===== config.mk =====
export PLATFORM = sky130hd
export DESIGN_NAME = spi_sample_scheduler
export DESIGN_NICKNAME = d
export VERILOG_FILES = /design/src/rtl/spi_sample_scheduler.sv
export SDC_FILE = /design/constraint.sdc
export NUM_CORES = 1
export LEC_CHECK = 0
export CAP_MARGIN = 20
export CORE_MARGIN = 3
export CORE_UTILIZATION = 55
export CTS_BUF_LIST = sky130_fd_sc_hd__clkbuf_4 sky130_fd_sc_hd__clkbuf_8 sky130_fd_sc_hd__clkbuf_16
export DETAILED_ROUTE_END_ITERATION = 12
export GPL_ROUTABILITY_DRIVEN = 0
export PLACE_DENSITY = 0.83
export SYNTH_ARGS = -nofsm -noshare
export SYNTH_HDL_FRONTEND = slang
export SYNTH_SLANG_ARGS = --single-unit
export TNS_END_PERCENT = 5

===== constraint.sdc =====
create_clock -name clk -period 3.4 [get_ports clk]
set_input_delay 0.51 -clock clk [delete_from_list [all_inputs] [get_ports clk]]
set_output_delay 0.51 -clock clk [all_outputs]
set_load 0.02 [all_outputs]

===== src/rtl/spi_sample_scheduler.sv =====
// rtl/spi_sample_scheduler.sv - periodic burst sequencer for the SPI ADC master; optional per-channel filter under SPI_SCHED_AVG_EN
module spi_sample_scheduler #(
  parameter int NUM_CH  = 4,
  parameter int CH_W    = 2,
  parameter int DATA_W  = 12,
  parameter int PERIOD  = 10000,
  parameter int SETTLE  = 4,
  parameter int TIMEOUT = 64
) (
  input  logic              clk,
  input  logic              reset,
  input  logic              enable,
  input  logic [NUM_CH-1:0] ch_mask,
  input  logic              spi_busy,
  input  logic              spi_data_valid,
  input  logic [DATA_W-1:0] spi_data,
  output logic              spi_start,
  output logic [CH_W-1:0]   spi_ch,
  output logic              sample_valid,
  output logic [CH_W-1:0]   sample_ch,
  output logic [DATA_W-1:0] sample_data,
  output logic              burst_done,
  output logic              timeout_err,
  output logic              overrun
);

  localparam int CNT_W = (PERIOD > 1) ? $clog2(PERIOD) : 1;
  localparam int TMO_W = (TIMEOUT > 1) ? $clog2(TIMEOUT) : 1;
  localparam int SET_W = (SETTLE > 1) ? $clog2(SETTLE) : 1;
  // One extra bit so idx can point one past the last channel without wrapping.
  localparam int IDX_W = CH_W + 1;

  typedef enum logic [2:0] {
    S_IDLE,
    S_SELECT,
    S_START,
    S_WAIT_DONE,
    S_SETTLE
  } state_t;

  state_t            state_q;
  logic [CNT_W-1:0]  cnt_q;
  logic [CNT_W-1:0]  cnt_d;
  logic              tick;
  logic [NUM_CH-1:0] mask_q;
  logic [IDX_W-1:0]  idx_q;
  logic [IDX_W-1:0]  next_idx;
  logic [TMO_W-1:0]  tmo_q;
  logic [SET_W-1:0]  set_q;
  logic              spi_start_q;
  logic [CH_W-1:0]   spi_ch_q;
  logic              sample_valid_q;
  logic [CH_W-1:0]   sample_ch_q;
  logic [DATA_W-1:0] sample_data_q;
  logic              timeout_err_q;
  logic              overrun_q;
  logic              found;
  logic [CH_W-1:0]   found_ch;
  logic [DATA_W-1:0] result_d;

  assign tick     = enable && (cnt_q == CNT_W'(PERIOD - 1));
  assign next_idx = {1'b0, spi_ch_q} + 1'b1;

  // Period timer next value: counts while enabled, wraps on tick, parks at 0 when disabled
  always_comb begin
    cnt_d = cnt_q + 1'b1;
    if (!enable || tick) begin
      cnt_d = '0;
    end
  end

  // Period timer register
  always_ff @(posedge clk) begin
    if (reset) begin
      cnt_q <= '0;
    end else begin
      cnt_q <= cnt_d;
    end
  end

  // Lowest enabled channel at or above the resume index
  always_comb begin
    found    = 1'b0;
    found_ch = '0;
    for (int i = NUM_CH - 1; i >= 0; i--) begin
      if (mask_q[i] && (IDX_W'(i) >= idx_q)) begin
        found    = 1'b1;
        found_ch = CH_W'(i);
      end
    end
  end

`ifdef SPI_SCHED_AVG_EN
  logic [DATA_W+1:0]        avg_q [NUM_CH];
  logic [NUM_CH-1:0]        seen_q;
  logic signed [DATA_W+2:0] new_s;
  logic signed [DATA_W+2:0] avg_s;
  logic signed [DATA_W+2:0] sum_s;

  // Filter update: avg += (new - avg) / 4 (arithmetic), first sample seeds the state
  always_comb begin
    new_s    = $signed({3'b000, spi_data});
    avg_s    = $signed({avg_q[spi_ch_q][DATA_W+1], avg_q[spi_ch_q]});
    sum_s    = avg_s + ((new_s - avg_s) >>> 2);
    result_d = seen_q[spi_ch_q] ? sum_s[DATA_W-1:0] : spi_data;
  end

  // Per-channel filter state, written only when a result is accepted
  always_ff @(posedge clk) begin
    if (reset) begin
      seen_q <= '0;
      for (int i = 0; i < NUM_CH; i++) begin
        avg_q[i] <= '0;
      end
    end else if (state_q == S_WAIT_DONE && spi_data_valid) begin
      seen_q[spi_ch_q] <= 1'b1;
      avg_q[spi_ch_q]  <= seen_q[spi_ch_q] ? sum_s[DATA_W+1:0] : {2'b00, spi_data};
    end
  end
`else
  assign result_d = spi_data;
`endif

  // Burst sequencer with registered strobes and sticky error flags
  always_ff @(posedge clk) begin
    if (reset) begin
      state_q        <= S_IDLE;
      mask_q         <= '0;
      idx_q          <= '0;
      tmo_q          <= '0;
      set_q          <= '0;
      spi_start_q    <= 1'b0;
      spi_ch_q       <= '0;
      sample_valid_q <= 1'b0;
      sample_ch_q    <= '0;
      sample_data_q  <= '0;
      timeout_err_q  <= 1'b0;
      overrun_q      <= 1'b0;
    end else begin
      spi_start_q    <= 1'b0;
      sample_valid_q <= 1'b0;
      // Any tick not consumed in IDLE is lost, including the cycle we fall back to IDLE.
      if (tick && state_q != S_IDLE) begin
        overrun_q <= 1'b1;
      end
      case (state_q)
        S_IDLE: begin
          if (tick) begin
            mask_q  <= ch_mask;
            idx_q   <= '0;
            state_q <= S_SELECT;
          end
        end
        S_SELECT: begin
          if (found) begin
            spi_ch_q <= found_ch;
            state_q  <= S_START;
          end else begin
            state_q <= S_IDLE;
          end
        end
        S_START: begin
          if (!spi_busy) begin
            spi_start_q <= 1'b1;
            tmo_q       <= '0;
            state_q     <= S_WAIT_DONE;
          end
        end
        S_WAIT_DONE: begin
          // A result arriving on the timeout cycle still counts as success.
          if (spi_data_valid) begin
            sample_ch_q    <= spi_ch_q;
            sample_data_q  <= result_d;
            sample_valid_q <= 1'b1;
            idx_q          <= next_idx;
            set_q          <= '0;
            state_q        <= S_SETTLE;
          end else if (tmo_q == TMO_W'(TIMEOUT - 1)) begin
            timeout_err_q <= 1'b1;
            idx_q         <= next_idx;
            set_q         <= '0;
            state_q       <= S_SETTLE;
          end else begin
            tmo_q <= tmo_q + 1'b1;
          end
        end
        S_SETTLE: begin
          if (set_q == SET_W'(SETTLE - 1)) begin
            state_q <= enable ? S_SELECT : S_IDLE;
          end else begin
            set_q <= set_q + 1'b1;
          end
        end
        default: state_q <= S_IDLE;
      endcase
    end
  end

  // End of burst is decoded in SELECT so an empty mask finishes one cycle after the tick.
  assign burst_done   = (state_q == S_SELECT) && !found;
  assign spi_start    = spi_start_q;
  assign spi_ch       = spi_ch_q;
  assign sample_valid = sample_valid_q;
  assign sample_ch    = sample_ch_q;
  assign sample_data  = sample_data_q;
  assign timeout_err  = timeout_err_q;
  assign overrun      = overrun_q;

endmodule

Yosys cells after proc, flatten, opt, wreduce, memory -nomap -nowiden. Cells that the tools add are included.

Add/sub/neg operators: 4. Multiply operators: 0. Divide/modulo/power cells: 0. $lt $le $gt $ge: 4. Equal/unequal tests: 14. Shifts and indexed selects: 0. Multiplexer cells: 30. Bitwise operators: 3. Reductions and logical operators: 26.

Operators with widths (number): $mux W3 (8); $mux W6 (3); $mux W2 (8); $pmux W3 S5 (1); $add A14 B1 Y14 const B (1); $eq A14 B14 Y1 const B (1); $ne A2 B2 Y1 const B (6); $pmux W6 S2 (1); $reduce_and A3 Y1 (3); $reduce_and A4 Y1 (2); $logic_and A1 B1 Y1 (7); $mux W1 (7); $add A6 B1 Y6 const B (1); $eq A3 B2 Y1 const B (2); $eq A6 B6 Y1 const B (1); $ge A1 B3 Y1 const A (2); $ge A2 B3 Y1 const A (2); $pmux W3 S2 (1); $reduce_and A2 Y1 (3); $reduce_bool A2 Y1 (3); $reduce_or A2 Y1 (3); $pmux W2 S2 (1); $add A2 B1 Y3 const B (1); $eq A3 B1 Y1 const B (1); other kinds (9) (12).

Register bits: 52. Latch bits: 0. RAM bits: 0. ROM bits: 0. Input port bits: 21. Output and inout bits: 21. Word-level logic and storage cells: 94. Memories kept: 0.

Depth between registers and ports, before layout. Gate-level depths: netlist of the first run.

Depth in word-level cells: 8. Mapped depth: 6. Mapped depth without buffers: 5.

Least setup slack after synthesis of the first run. Ideal clock, no wire load.

Kind: register to output. From: register state_q[0]. To: output port burst_done. Data arrival time: 1323 ps. Required time: 2890 ps. Slack: 1567 ps. Stages on the path, launching flop included: 4. Path buffers: 0. Cell sequence: dfxtp_1 > inv_1 > nor3_1 > nor3b_1.

Cells in the longest elaborated chain, start to end: 2.

RTL lines: start: declaration (line 41) `state_t state_q;`; start signal: assignment (line 189) `state_q <= enable ? S_SELECT : S_IDLE;`; $eq A3 B1 Y1 (line 200) `assign burst_done = (state_q == S_SELECT) && !found;`; $logic_and A1 B1 Y1 (line 200); end: declaration (line 22) `output logic burst_done,`.

Every way passes these cells.

Worst setup path after layout of the first run. Ends and elaborated chain as after synthesis.

==> results of run 1 <==
[cells in the mapped netlist, types with 2 or more instances]
library cell and instances:
dfxtp_1 52, nand2_1 43, a21oi_1 27, nor2_1 24
nand4_1 9, clkbuf_1 7, inv_1 7, nand3_1 7
o21ai_0 7, or3_1 6, xor2_1 6, xnor2_1 5
ha_1 4, mux2i_1 4, o21ai_1 4, a211oi_1 3
a31oi_1 3, nor4_1 3, and3_1 2, nand2b_1 2
nor3_1 2, nor3b_1 2, nor4_4 2, o211ai_1 2
o21a_1 2, or4_1 2, or4b_4 2
[worst max-delay path: cells and delay by family (launching register included)]
| kind | cells | cell delay [ns] |
|---|---|---|
| buffers and inverters | 2 | 0.75 |
| AND/OR/NAND/NOR | 2 | 0.61 |
| flip-flops | 1 | 0.47 |
[cell usage in the layout, fill, tap and decap left out, drive strengths merged, types with 3 or more instances in the layout]
| master | instances |
|---|---|
| a31oi | 3 |
| ha | 4 |
| a21oi | 27 |
| nand2 | 43 |
| nor4 | 5 |
| dfxtp | 52 |
| mux2i | 4 |
| xnor2 | 5 |
| a211oi | 3 |
| xor2 | 6 |
| nand4 | 9 |
| clkdlybuf4s50 | 41 |
| clkinv | 3 |
| inv | 7 |
| or4 | 3 |
| and3 | 3 |
| o21ai | 12 |
| nand3 | 7 |
| nor2 | 24 |
| clkbuf | 6 |
| or3 | 6 |
[stage by stage]
| stage | area (um2) | setup slack [ns] | instances |
|---|---|---|---|
| after floorplan | 2290 | 1.57 | 264 |
| after global placement | 2720 | 1.12 | 345 |
| after detailed placement | 2720 | 1.06 | 345 |
| after CTS | 2820 | 0.766 | 353 |
| after global routing | 2820 | 0.605 | 353 |
| final | 2820 | 0.764 | 353 |
[area by class of cell]
type | count | area share [%]
Sequential cell | 52 | 37.0
Clock buffer | 6 | 2.93
Multi-Input combinational cell | 195 | 41.7
Clock inverter | 2 | 0.356
Tap cell | 48 | 2.13
Timing Repair Buffer | 42 | 14.8
Inverter | 8 | 1.07
[sequential cells by signal, indices dropped and copies added, names as in the netlist]
register      count
tmo_q             6
sample_valid      1
overrun           1
set_q             2
spi_start         1
sample_ch         2
state_q           3
timeout_err       1
sample_data      12
cnt_q            14
spi_ch            2
idx_q             3
mask_q            4
[power breakdown]
part / internal, mW / switching, mW / leakage (nW)
Sequential: 0.610 / 0.000732 / 0.419
Clock: 0.163 / 0.191 / 0.0510
Combinational: 0.0231 / 0.0182 / 0.491
[layer usage]
layer	share of wire, %	global-route usage [%]
met1	46	24.9
met2	50	33.7
met3	2.7	3.60
met4	1.1	5.74
met5	0	0
[cells by family after synthesis]
logic type      after synthesis
compound gates               59
xor+xnor                     11
fa+ha+maj                     4
buf+inv                      17
flops                        52
mux                           4
simple gates                117
[path summary, 6_finish.rpt]
| kind | start | to | slack [ns] |
|---|---|---|---|
| worst max-delay path | state_q[0] | burst_done | 0.76 |
| worst min-delay path | cnt_q[0] | cnt_q[0] | 0.45 |
| worst max register to register | cnt_q[7] | cnt_q[7] | 1.51 |
| worst min register to register | cnt_q[0] | cnt_q[0] | 0.45 |
==> qor.json, run 1 <==
{
  "outcome": {
    "run_status": "completed"
  },
  "setup_path": {
    "timing.critical_path.slowest_stage_cell": "clkdlybuf4s50_1",
    "critical_path_class": "reg2out",
    "start_kind": "register",
    "critPathArrivalTime_ns": 2.13,
    "crit_path_cells": "inv_1 > nor3_1 > nor3b_1 > clkdlybuf4s50_1",
    "cp.required_ns": 2.89,
    "worstRegToRegCells": 4,
    "critical_path_peak_fanout": 8,
    "worst_path_largest_cell_delay_ns": 0.63,
    "end_kind": "primary output"
  },
  "worst_hold_path": {
    "hold_path_class": "reg2reg",
    "min_path_cells": 1
  },
  "synthesis": {
    "yosys.cell_types.count": 52,
    "synth-warning-count": 0,
    "synth-edff-count": 0,
    "synth_seq_cells": 52,
    "synthesis.area_mm2": 0.00229,
    "synth_top_family_by_area": "simple AND/OR/NAND/NOR gates",
    "synth_compound_area_share_pct": 15.6,
    "area_fraction_of_the_dominant_cell_type_after_synthesis_pct": 45.5,
    "syn_inst": 264,
    "netlist.top_cell.by_area": "dfxtp_1",
    "synth-simple-area-share_pct": 27.5,
    "synth-xor-area-share_pct": 4.21,
    "postSynthNetCount": 289,
    "async_reset_ff_share_pct": 0,
    "synth_flop_cell": "dfxtp_1",
    "avgSynthCellArea_um2": 8.66,
    "adder_and_majority_cell_fraction_of_the_synthesized_area_pct": 2.19,
    "synthMuxAreaShare_pct": 1.75,
    "cell_types_occupying_the_most_area_after_synthesis": "dfxtp_1 46%, nand2_1 7.1%, a21oi_1 5.9%, nor2_1 3.9%, nand4_1 2.5%",
    "synth_seq_area_share_pct": 45.5
  },
  "sta": {
    "timing.clock.skew_ns": 0.00897,
    "finalSetupViolCount": 0,
    "slew-limit-headroom_pct": 51.2,
    "maxSlewViolCount": 0,
    "fmax_mhz": 379,
    "worst_slew_pin_slew_ns": 0.731,
    "grt_setup_unrepaired": "false",
    "worst_hold_slack_ns": 0.455,
    "min_period_over_period_pct": 77.5,
    "totalNegativeSetupSlack_ns": 0,
    "finalWorstPathRequiredPeriod_ns": 2.64,
    "timing.final.hold_violations": 0
  },
  "placed_design": {
    "post-dp-hpwl_mm": 3.54,
    "io_buffers": 41
  },
  "floorplanning": {
    "y_dimension_of_the_die_um": 70.5,
    "die-area_mm2": 0.00497,
    "fp.coreArea_mm2": 0.00383,
    "rows": 22,
    "start_util_pct": 59.8,
    "dieWidth_um": 70.5,
    "num_io_pins": 42
  },
  "routing": {
    "vias": 1980,
    "drtPass1Iterations": 5,
    "post-route-drc-count": 0,
    "routed_via_density": 5.61,
    "ant_nets": 0,
    "detail_route.iter0.violations": 95,
    "finalWirelength_mm": 4.83,
    "wire_per_inst_um": 13.7
  },
  "grt": {
    "first_global_vias": 1790,
    "pin_count_of_the_biggest_net_entering_global_routing": 33,
    "antenna_found_initial": 0,
    "grt_first_pass_wirelength_mm": 8.03,
    "gr-total-overflow": 0,
    "track_usage_pct": 19.6
  },
  "clock_tree": {
    "clk_latency_worst_skew_pair_ns": 0.30,
    "clockBufferDepth": 2,
    "post-cts-setup-buffers": 0,
    "clkSinkCount": 52,
    "cts_tree": "done",
    "cts-htree-levels": 2,
    "clk_transition_reported_paths_ns": 0.09,
    "cts_root_buf": "clkbuf_8",
    "numCtsBuffers": 5,
    "post_cts_resized": 0,
    "holdBufCountCts": 0
  },
  "layout": {
    "signed_area_change_from_the_synthesized_netlist_to_the_final_layout_pct": 23.1,
    "final_util_pct": 73.6,
    "finalNetCount": 329,
    "post_route_cells_drive_above_1_share_pct": 6.23,
    "multiInputGateArea_mm2": 0.00117,
    "layout.filler_cells": 327,
    "antenna_cells": 0,
    "sequential_cell_area_mm2": 0.00104
  },
  "power": {
    "peakVddDrop_uv": 243,
    "power.density_cell_area_mw_per_mm2": 357,
    "static-leakage-power_nw": 0.961,
    "total_power_mw": 1.01
  },
  "flow_run": {
    "cap_violations": 0
  }
}
Note: power is estimated with default switching activity, not from simulation.
==> inputs of run 2 (changes only) <==
- CORE_UTILIZATION: 55 -> 46
- PLACE_DENSITY: 0.83 -> 0.74
- clock period: 3.4 -> 2.38 ns (I/O delays scaled with it)
==> run 2 against run 1 <==
Effect of this change: core utilization down 13 points; clock skew shrank 0.0025 ns; cell area grew 1.8%; via count decreased by 0.76%.
==> qor.json, run 2 (synthesis results as in run 1) <==
{
  "outcome": {
    "run_status": "completed"
  },
  "clock_tree": {
    "clkSinkCount": {"value": 52, "change": "unchanged"},
    "clk_transition_reported_paths": {"value": 0.09, "unit": "ns", "change": "about the same"},
    "clockBufferDepth": {"value": 2, "change": "unchanged"},
    "numCtsBuffers": {"value": 5, "change": "unchanged"},
    "cts_tree": "done",
    "cts_root_buf": "clkbuf_8",
    "clk_latency_worst_skew_pair": {"value": 0.30, "unit": "ns", "change": "about the same"},
    "cts-htree-levels": {"value": 2, "change": "unchanged"}
  },
  "power": {
    "total_power": {"value": 1.46, "unit": "mW", "change": "+45%"},
    "static-leakage-power": {"value": 0.991, "unit": "nW", "change": "+3.1%"},
    "peakVddDrop": {"value": 382, "unit": "uV", "change": "+57%"},
    "power.density_cell_area": {"value": 510, "unit": "mW/mm2", "change": "+43%"}
  },
  "layout": {
    "largest-register": "cnt_q",
    "number_of_flip_flops_under_the_largest_register_name": {"value": 14, "change": "unchanged"},
    "finalNetCount": {"value": 331, "change": "+0.61%"},
    "post_route_cells_drive_above_1_share": {"value": 6.86, "unit": "%", "change": "+0.63 points"},
    "antenna_cells": {"value": 0, "change": "unchanged"},
    "layout_commonest_cell": "dfxtp_1",
    "signed_area_change_from_the_synthesized_netlist_to_the_final_layout_pct": 25.3,
    "final_util": {"value": 60.3, "unit": "%", "change": "-13 points"},
    "layout.filler_cells": {"value": 429, "change": "+31%"},
    "layout_common_cells": "52 x dfxtp_1, 43 x nand2_1, 40 x clkdlybuf4s50_1"
  },
  "floorplanning": {
    "y_dimension_of_the_die": {"value": 76.5, "unit": "um", "change": "+8.6%"},
    "die-area": {"value": 0.00585, "unit": "mm2", "change": "+18%"},
    "fp.coreArea": {"value": 0.00475, "unit": "mm2", "change": "+24%"},
    "start_util": {"value": 48.1, "unit": "%", "change": "-12 points"},
    "dieWidth": {"value": 76.5, "unit": "um", "change": "+8.6%"},
    "rows": {"value": 25, "change": "+14%"},
    "num_io_pins": {"value": 42, "change": "unchanged"}
  },
  "sta": {
    "finalWorstPathRequiredPeriod_ns": 1.96,
    "grt_setup_unrepaired": "false",
    "timing.clock.skew": {"value": 0.00645, "unit": "ns", "change": "-0.00252 ns"},
    "fmax_mhz": 510,
    "timing.final.hold_violations": {"value": 0, "change": "unchanged"},
    "min_period_over_period_pct": 82.3,
    "finalSetupViolCount": {"value": 0, "change": "unchanged"},
    "worst_slew_pin_slew": {"value": 0.518, "unit": "ns", "change": "-0.213 ns"},
    "slew-limit-headroom": {"value": 65.2, "unit": "%", "change": "+14 points"},
    "totalNegativeSetupSlack": {"value": 0, "unit": "ns", "change": "unchanged"},
    "maxSlewViolCount": {"value": 0, "change": "unchanged"}
  },
  "grt": {
    "met2_grt_util": {"value": 29.0, "unit": "%", "change": "-4.7 points"},
    "top_usage_layer": "met2",
    "first_global_vias": {"value": 1833, "change": "+2.4%"},
    "gr-total-overflow": {"value": 0, "change": "unchanged"},
    "track_usage": {"value": 17.5, "unit": "%", "change": "-2.1 points"},
    "grt_first_pass_wirelength": {"value": 8.51, "unit": "mm", "change": "+5.9%"},
    "global_routing_usage_on_met3": {"value": 4.85, "unit": "%", "change": "+1.2 points"},
    "globalRouteMet1Util": {"value": 22.2, "unit": "%", "change": "-2.7 points"},
    "antenna_found_initial": {"value": 0, "change": "unchanged"},
    "pin_count_of_the_biggest_net_entering_global_routing": {"value": 18, "change": "-45%"}
  },
  "setup_path": {
    "cp.required": {"value": 2.02, "unit": "ns", "change": "-0.87 ns"},
    "worstSetupPathDepth": {"value": 4, "change": "unchanged"},
    "critical-path-top-delay-family": "simple AND/OR/NAND/NOR gates",
    "critPathArrivalTime": {"value": 1.60, "unit": "ns", "change": "-0.53 ns"},
    "critical_path_peak_fanout": {"value": 8, "change": "unchanged"},
    "crit_path_cells": "inv_1 > nor3_2 > nor3b_1 > dlymetal6s2s_1",
    "critical_path_class": "reg2out",
    "start_kind": "register",
    "worstRegToRegCells": {"value": 4, "change": "unchanged"},
    "timing.critical_path.slowest_stage_cell": "dfxtp_1",
    "end_kind": "primary output",
    "critical_path.n_buffers_inverters": {"value": 2, "change": "unchanged"},
    "worst_path_largest_cell_delay": {"value": 0.45, "unit": "ns", "change": "-0.18 ns"}
  },
  "routing": {
    "post-route-drc-count": {"value": 0, "change": "unchanged"},
    "drtPass1Iterations": {"value": 4, "change": "-1"},
    "detail_route.iter0.violations": {"value": 98, "change": "+3.2%"},
    "ant_nets": {"value": 0, "change": "unchanged"},
    "routed_via_density": {"value": 5.27, "change": "-6.1%"},
    "wire_per_inst": {"value": 12.9, "unit": "um", "change": "-5.7%"},
    "finalWirelength": {"value": 4.81, "unit": "mm", "change": "-0.35%"},
    "vias": {"value": 1965, "change": "-0.76%"}
  },
  "flow_run": {
    "cap_violations": {"value": 0, "change": "unchanged"}
  },
  "worst_hold_path": {
    "hold_path_class": "reg2reg",
    "min_path_cells": {"value": 2, "change": "+1"}
  },
  "placed_design": {
    "io_buffers": {"value": 41, "change": "unchanged"},
    "post-dp-hpwl": {"value": 3.59, "unit": "mm", "change": "+1.5%"}
  }
}
## run 2: changes by cell type in the layout (fill, tap and decap cells not counted), sizes merged
cell | previous run | this run
clkinv | 3 | 1
clkbuf | 6 | 7
dlymetal6s2s | 0 | 1
clkdlybuf4s50 | 41 | 40
buf | 1 | 3
## run 2: layout make-up
type	instances	area [um2]	area share (%)
tap	67	83.8	2.93
sequential	52	1040	36.3
clock buffer	7	96.3	3.36
multi-input combinational	195	1180	41.1
timing repair buffer	44	435	15.2
inverter	8	30.0	1.05
## run 2: path summary, 6_finish.rpt
kind	from	to	slack (ns)
max	state_q[0]	burst_done	0.42
min	sample_data[0]	sample_data[0]	0.46
max reg2reg	cnt_q[7]	cnt_q[3]	0.47
min reg2reg	sample_data[0]	sample_data[0]	0.46
## run 2: repair_timing
action,in CTS,in global routing
setup endpoints to repair,1,1
resized for setup,1,1
cloned,0,0
hold buffers,0,0
pin swaps,0,0
buffers inserted,0,0
## run 2: per-stage QoR
stage	instance area, um2	hold WS, ns	setup slack (ns)	cells
detailed placement	2760	0.446	0.219	366
floorplan	2290	0.418	0.599	264
global route	2870	0.478	0.241	373
CTS	2860	0.458	0.0168	373
finish	2870	0.456	0.421	373
global placement	2760	0.429	0.232	366
## run 2: worst reg2reg max path: cells and delay by family, from the launching register on
kind,cells,cell delay (ns)
and+or+nand+nor,4,1.41
DFF,1,0.37
## run 2: power breakdown
part / total [mW] / switching, mW / internal [mW]
logic: 0.0602 / 0.0261 / 0.0341
registers: 0.872 / 0.00114 / 0.871
clock network: 0.529 / 0.270 / 0.259
## run 2: per-layer routing
| metal | wire length (um) | vias up | part of all wire [%] |
|---|---|---|---|
| met3 | 191 | 5 | 4.0 |
| met1 | 2240 | 902 | 47 |
| met2 | 2320 | 36 | 48 |
| met5 | 0 | - | 0 |
| met4 | 56 | 0 | 1.2 |
| li1 | - | 1022 | - |
==> inputs of run 3 (changes only) <==
- clock period: 2.38 -> 1.77 ns (I/O delays scaled with it)
==> run 3 against run 2 <==
Effect of this change: highest routed layer unchanged; the run now ends with negative setup slack left; critical path depth unchanged; first-iteration DRC count increased by 40%; total power increased by 45%; cell area increased by 8.6%; sequential cell count unchanged; via count increased by 7.2%; critical endpoint is now mask_q[1]; combinational power increased by 51%.
==> qor.json, run 3 (synthesis results as in run 1) <==
{
  "layout": {
    "layout.filler_cells": {"value": 433, "change": "+0.93%"},
    "antenna_cells": {"value": 0, "change": "unchanged"},
    "largest-register": "cnt_q",
    "final_cell_count_no_fill": {"value": 401, "change": "+7.5%"},
    "signed_area_change_from_the_synthesized_netlist_to_the_final_layout_pct": 36.1,
    "final_util": {"value": 65.5, "unit": "%", "change": "+5.2 points"},
    "post_route_cells_drive_above_1_share": {"value": 16.5, "unit": "%", "change": "+9.6 points"},
    "number_of_flip_flops_under_the_largest_register_name": {"value": 14, "change": "unchanged"},
    "layout_common_cells": "51 x dfxtp_1, 43 x nand2_1, 40 x clkdlybuf4s50_1",
    "layout_commonest_cell": "dfxtp_1",
    "finalNetCount": {"value": 358, "change": "+8.2%"}
  },
  "grt": {
    "pin_count_of_the_biggest_net_entering_global_routing": {"value": 21, "change": "+3"},
    "antenna_found_initial": {"value": 0, "change": "unchanged"},
    "met2_grt_util": {"value": 31.9, "unit": "%", "change": "+2.9 points"},
    "global_routing_usage_on_met3": {"value": 3.31, "unit": "%", "change": "-1.5 points"},
    "globalRouteMet1Util": {"value": 21.5, "unit": "%", "change": "-0.73 points"},
    "first_global_vias": {"value": 2001, "change": "+9.2%"},
    "top_usage_layer": "met2",
    "gr-total-overflow": {"value": 0, "change": "unchanged"},
    "grt_first_pass_wirelength": {"value": 8.78, "unit": "mm", "change": "+3.2%"},
    "track_usage": {"value": 18.1, "unit": "%", "change": "+0.63 points"}
  },
  "clock_tree": {
    "numCtsBuffers": {"value": 5, "change": "unchanged"},
    "clockBufferDepth": {"value": 2, "change": "unchanged"},
    "cts_root_buf": "clkbuf_8",
    "clk_transition_reported_paths": {"value": 0.10, "unit": "ns", "change": "about the same"},
    "clk_latency_worst_skew_pair": {"value": 0.31, "unit": "ns", "change": "about the same"},
    "clkSinkCount": {"value": 52, "change": "unchanged"},
    "cts_tree": "done",
    "post-cts-setup-buffers": {"value": 0, "change": "unchanged"},
    "cts-htree-levels": {"value": 2, "change": "unchanged"}
  },
  "sta": {
    "worst_slew_pin_slew": {"value": 0.483, "unit": "ns", "change": "-0.0348 ns"},
    "maxSlewViolCount": {"value": 0, "change": "unchanged"},
    "finalSetupViolCount": {"value": 4, "change": "+4"},
    "slew-limit-headroom": {"value": 67.6, "unit": "%", "change": "+2.3 points"},
    "finalWorstSetupSlack": {"value": -0.0255, "unit": "ns", "change": "-0.447 ns"},
    "timing.clock.skew": {"value": 0.0129, "unit": "ns", "change": "+0.00645 ns"},
    "fmax_mhz": 557,
    "timing.final.hold_violations": {"value": 0, "change": "unchanged"},
    "min_period_over_period_pct": 101,
    "worst_hold_slack": {"value": 0.425, "unit": "ns", "change": "-0.0303 ns"},
    "grt_setup_unrepaired": "true",
    "finalWorstPathRequiredPeriod_ns": 1.80
  },
  "power": {
    "combPwrFrac": {"value": 4.3, "unit": "%", "change": "+0.2 points"},
    "clock_power_share": {"value": 40.3, "unit": "%", "change": "+4.1 points"},
    "net_switching": {"value": 0.429, "unit": "mW", "change": "+45%"},
    "power.density_cell_area": {"value": 680, "unit": "mW/mm2", "change": "+33%"},
    "peakVddDrop": {"value": 461, "unit": "uV", "change": "+21%"},
    "static-leakage-power": {"value": 1.14, "unit": "nW", "change": "+15%"},
    "cellInternalPower": {"value": 1.69, "unit": "mW", "change": "+45%"},
    "swShare": {"value": 20.3, "unit": "%", "change": "about the same"},
    "pwr-share-seq": {"value": 55.4, "unit": "%", "change": "-4.3 points"}
  },
  "worst_hold_path": {
    "hold_path_class": "reg2reg",
    "min_path_cells": {"value": 1, "change": "-1"},
    "hold_start": "cnt_q[0]",
    "hold_path_end": "cnt_q[0]"
  },
  "setup_path": {
    "timing.critical_path.slowest_stage_cell": "or4b_4",
    "crit_path_cells": "or4b_4 > or4_4 > o21ai_1 > a21oi_1",
    "end_kind": "register",
    "critical_path.reg2reg.startpoint": "cnt_q[12]",
    "rrSetupSlack": {"value": -0.03, "unit": "ns", "change": "-0.50 ns"},
    "critical_path_class": "reg2reg",
    "worstRegToRegCells": {"value": 4, "change": "unchanged"},
    "critical-path-top-delay-family": "simple AND/OR/NAND/NOR gates",
    "start_kind": "register",
    "critPathArrivalTime": {"value": 1.99, "unit": "ns", "change": "+0.39 ns"},
    "rr_endpoint": "mask_q[1]",
    "worst_path_largest_cell_delay": {"value": 0.58, "unit": "ns", "change": "+0.13 ns"},
    "critical_path.n_buffers_inverters": {"value": 0, "change": "-2"},
    "critical_path_peak_fanout": {"value": 4, "change": "-4"},
    "cp.required": {"value": 1.96, "unit": "ns", "change": "-0.06 ns"}
  },
  "routing": {
    "ant_nets": {"value": 0, "change": "unchanged"},
    "wire_per_inst": {"value": 12.7, "unit": "um", "change": "-1.5%"},
    "vias": {"value": 2107, "change": "+7.2%"},
    "post-route-drc-count": {"value": 0, "change": "unchanged"},
    "finalWirelength": {"value": 5.09, "unit": "mm", "change": "+5.9%"},
    "drtPass1Iterations": {"value": 4, "change": "unchanged"},
    "routed_via_density": {"value": 5.25, "change": "-0.26%"},
    "detail_route.iter0.violations": {"value": 137, "change": "+40%"}
  },
  "floorplanning": {
    "rows": {"value": 25, "change": "unchanged"},
    "dieWidth": {"value": 76.5, "unit": "um", "change": "unchanged"},
    "fp.coreArea": {"value": 0.00475, "unit": "mm2", "change": "unchanged"},
    "num_io_pins": {"value": 42, "change": "unchanged"},
    "die-area": {"value": 0.00585, "unit": "mm2", "change": "unchanged"},
    "y_dimension_of_the_die": {"value": 76.5, "unit": "um", "change": "unchanged"},
    "start_util": {"value": 48.1, "unit": "%", "change": "unchanged"}
  },
  "flow_run": {
    "cap_violations": {"value": 0, "change": "unchanged"}
  },
  "placed_design": {
    "io_buffers": {"value": 41, "change": "unchanged"},
    "numPlacedInstances": {"value": 393, "change": "+7.4%"},
    "post-dp-hpwl": {"value": 3.80, "unit": "mm", "change": "+5.7%"}
  },
  "outcome": {
    "run_status": "complete, but fails checks",
    "violations": "negative setup slack"
  }
}
run 3: repair_timing:
| item | in CTS | in global routing |
|---|---|---|
| setup endpoints to repair | 19 | 24 |
| hold buffers | 0 | 0 |
| pin swaps | 0 | 0 |
| gates resized for setup | 6 | 6 |
| cloned | 0 | 0 |
run 3: routing by layer:
| metal | routed length [um] | share of wire [%] |
|---|---|---|
| met1 | 2280 | 45 |
| met5 | 0 | 0 |
| met2 | 2520 | 49 |
| met3 | 189 | 3.7 |
| met4 | 108 | 2.1 |
run 3: how the worst max path moves through the flow:
stage               cells after the start    endpoint  slack [ns]  startpoint
finish                                  4   mask_q[1]       -0.03   cnt_q[12]
floorplan                               4   mask_q[3]        0.02   cnt_q[12]
global route                            4    idx_q[0]       -0.12   cnt_q[12]
global placement                        5  burst_done      -0.007  state_q[0]
detailed placement                      6    cnt_q[2]       -0.02    cnt_q[0]
CTS                                     4   mask_q[3]       -0.03   cnt_q[12]
run 3: worst reg2reg max path: stages (launching register included):
cell and delay [ns]:
dfxtp_1 0.32, or4b_4 0.58, or4_4 0.57, o21ai_1 0.14, a21oi_1 0.07
run 3: cell type report:
| class | instances | area, um2 | area share (%) |
|---|---|---|---|
| Clock buffer | 6 | 82.6 | 2.65 |
| Sequential cell | 52 | 1040 | 33.5 |
| Multi-Input combinational cell | 195 | 1200 | 38.7 |
| Clock inverter | 2 | 38.8 | 1.25 |
| Tap cell | 67 | 83.8 | 2.69 |
| Timing Repair Buffer | 71 | 631 | 20.3 |
| Inverter | 8 | 30.0 | 0.965 |
run 3: power groups by stage:
stage / combinational [mW] / clock [mW] / sequential [mW]
after floorplan: 0.0246 / 0 / 1.20
after global placement: 0.0887 / 0 / 1.20
after detailed placement: 0.0887 / 0 / 1.20
after CTS: 0.0908 / 0.875 / 1.17
after global routing: 0.0987 / 0.912 / 1.17
final: 0.0908 / 0.852 / 1.17
run 3: per-stage QoR:
step | TNS, ns | setup WS (ns) | total power [mW] | area (um2)
after floorplan | 0 | 0.0182 | 1.22 | 2290
after global placement | -0.00664 | -0.00664 | 1.29 | 2960
after detailed placement | -0.106 | -0.0171 | 1.29 | 2960
after CTS | -0.0711 | -0.0323 | 2.14 | 3100
after global routing | -0.600 | -0.123 | 2.18 | 3110
final | -0.0692 | -0.0255 | 2.12 | 3110
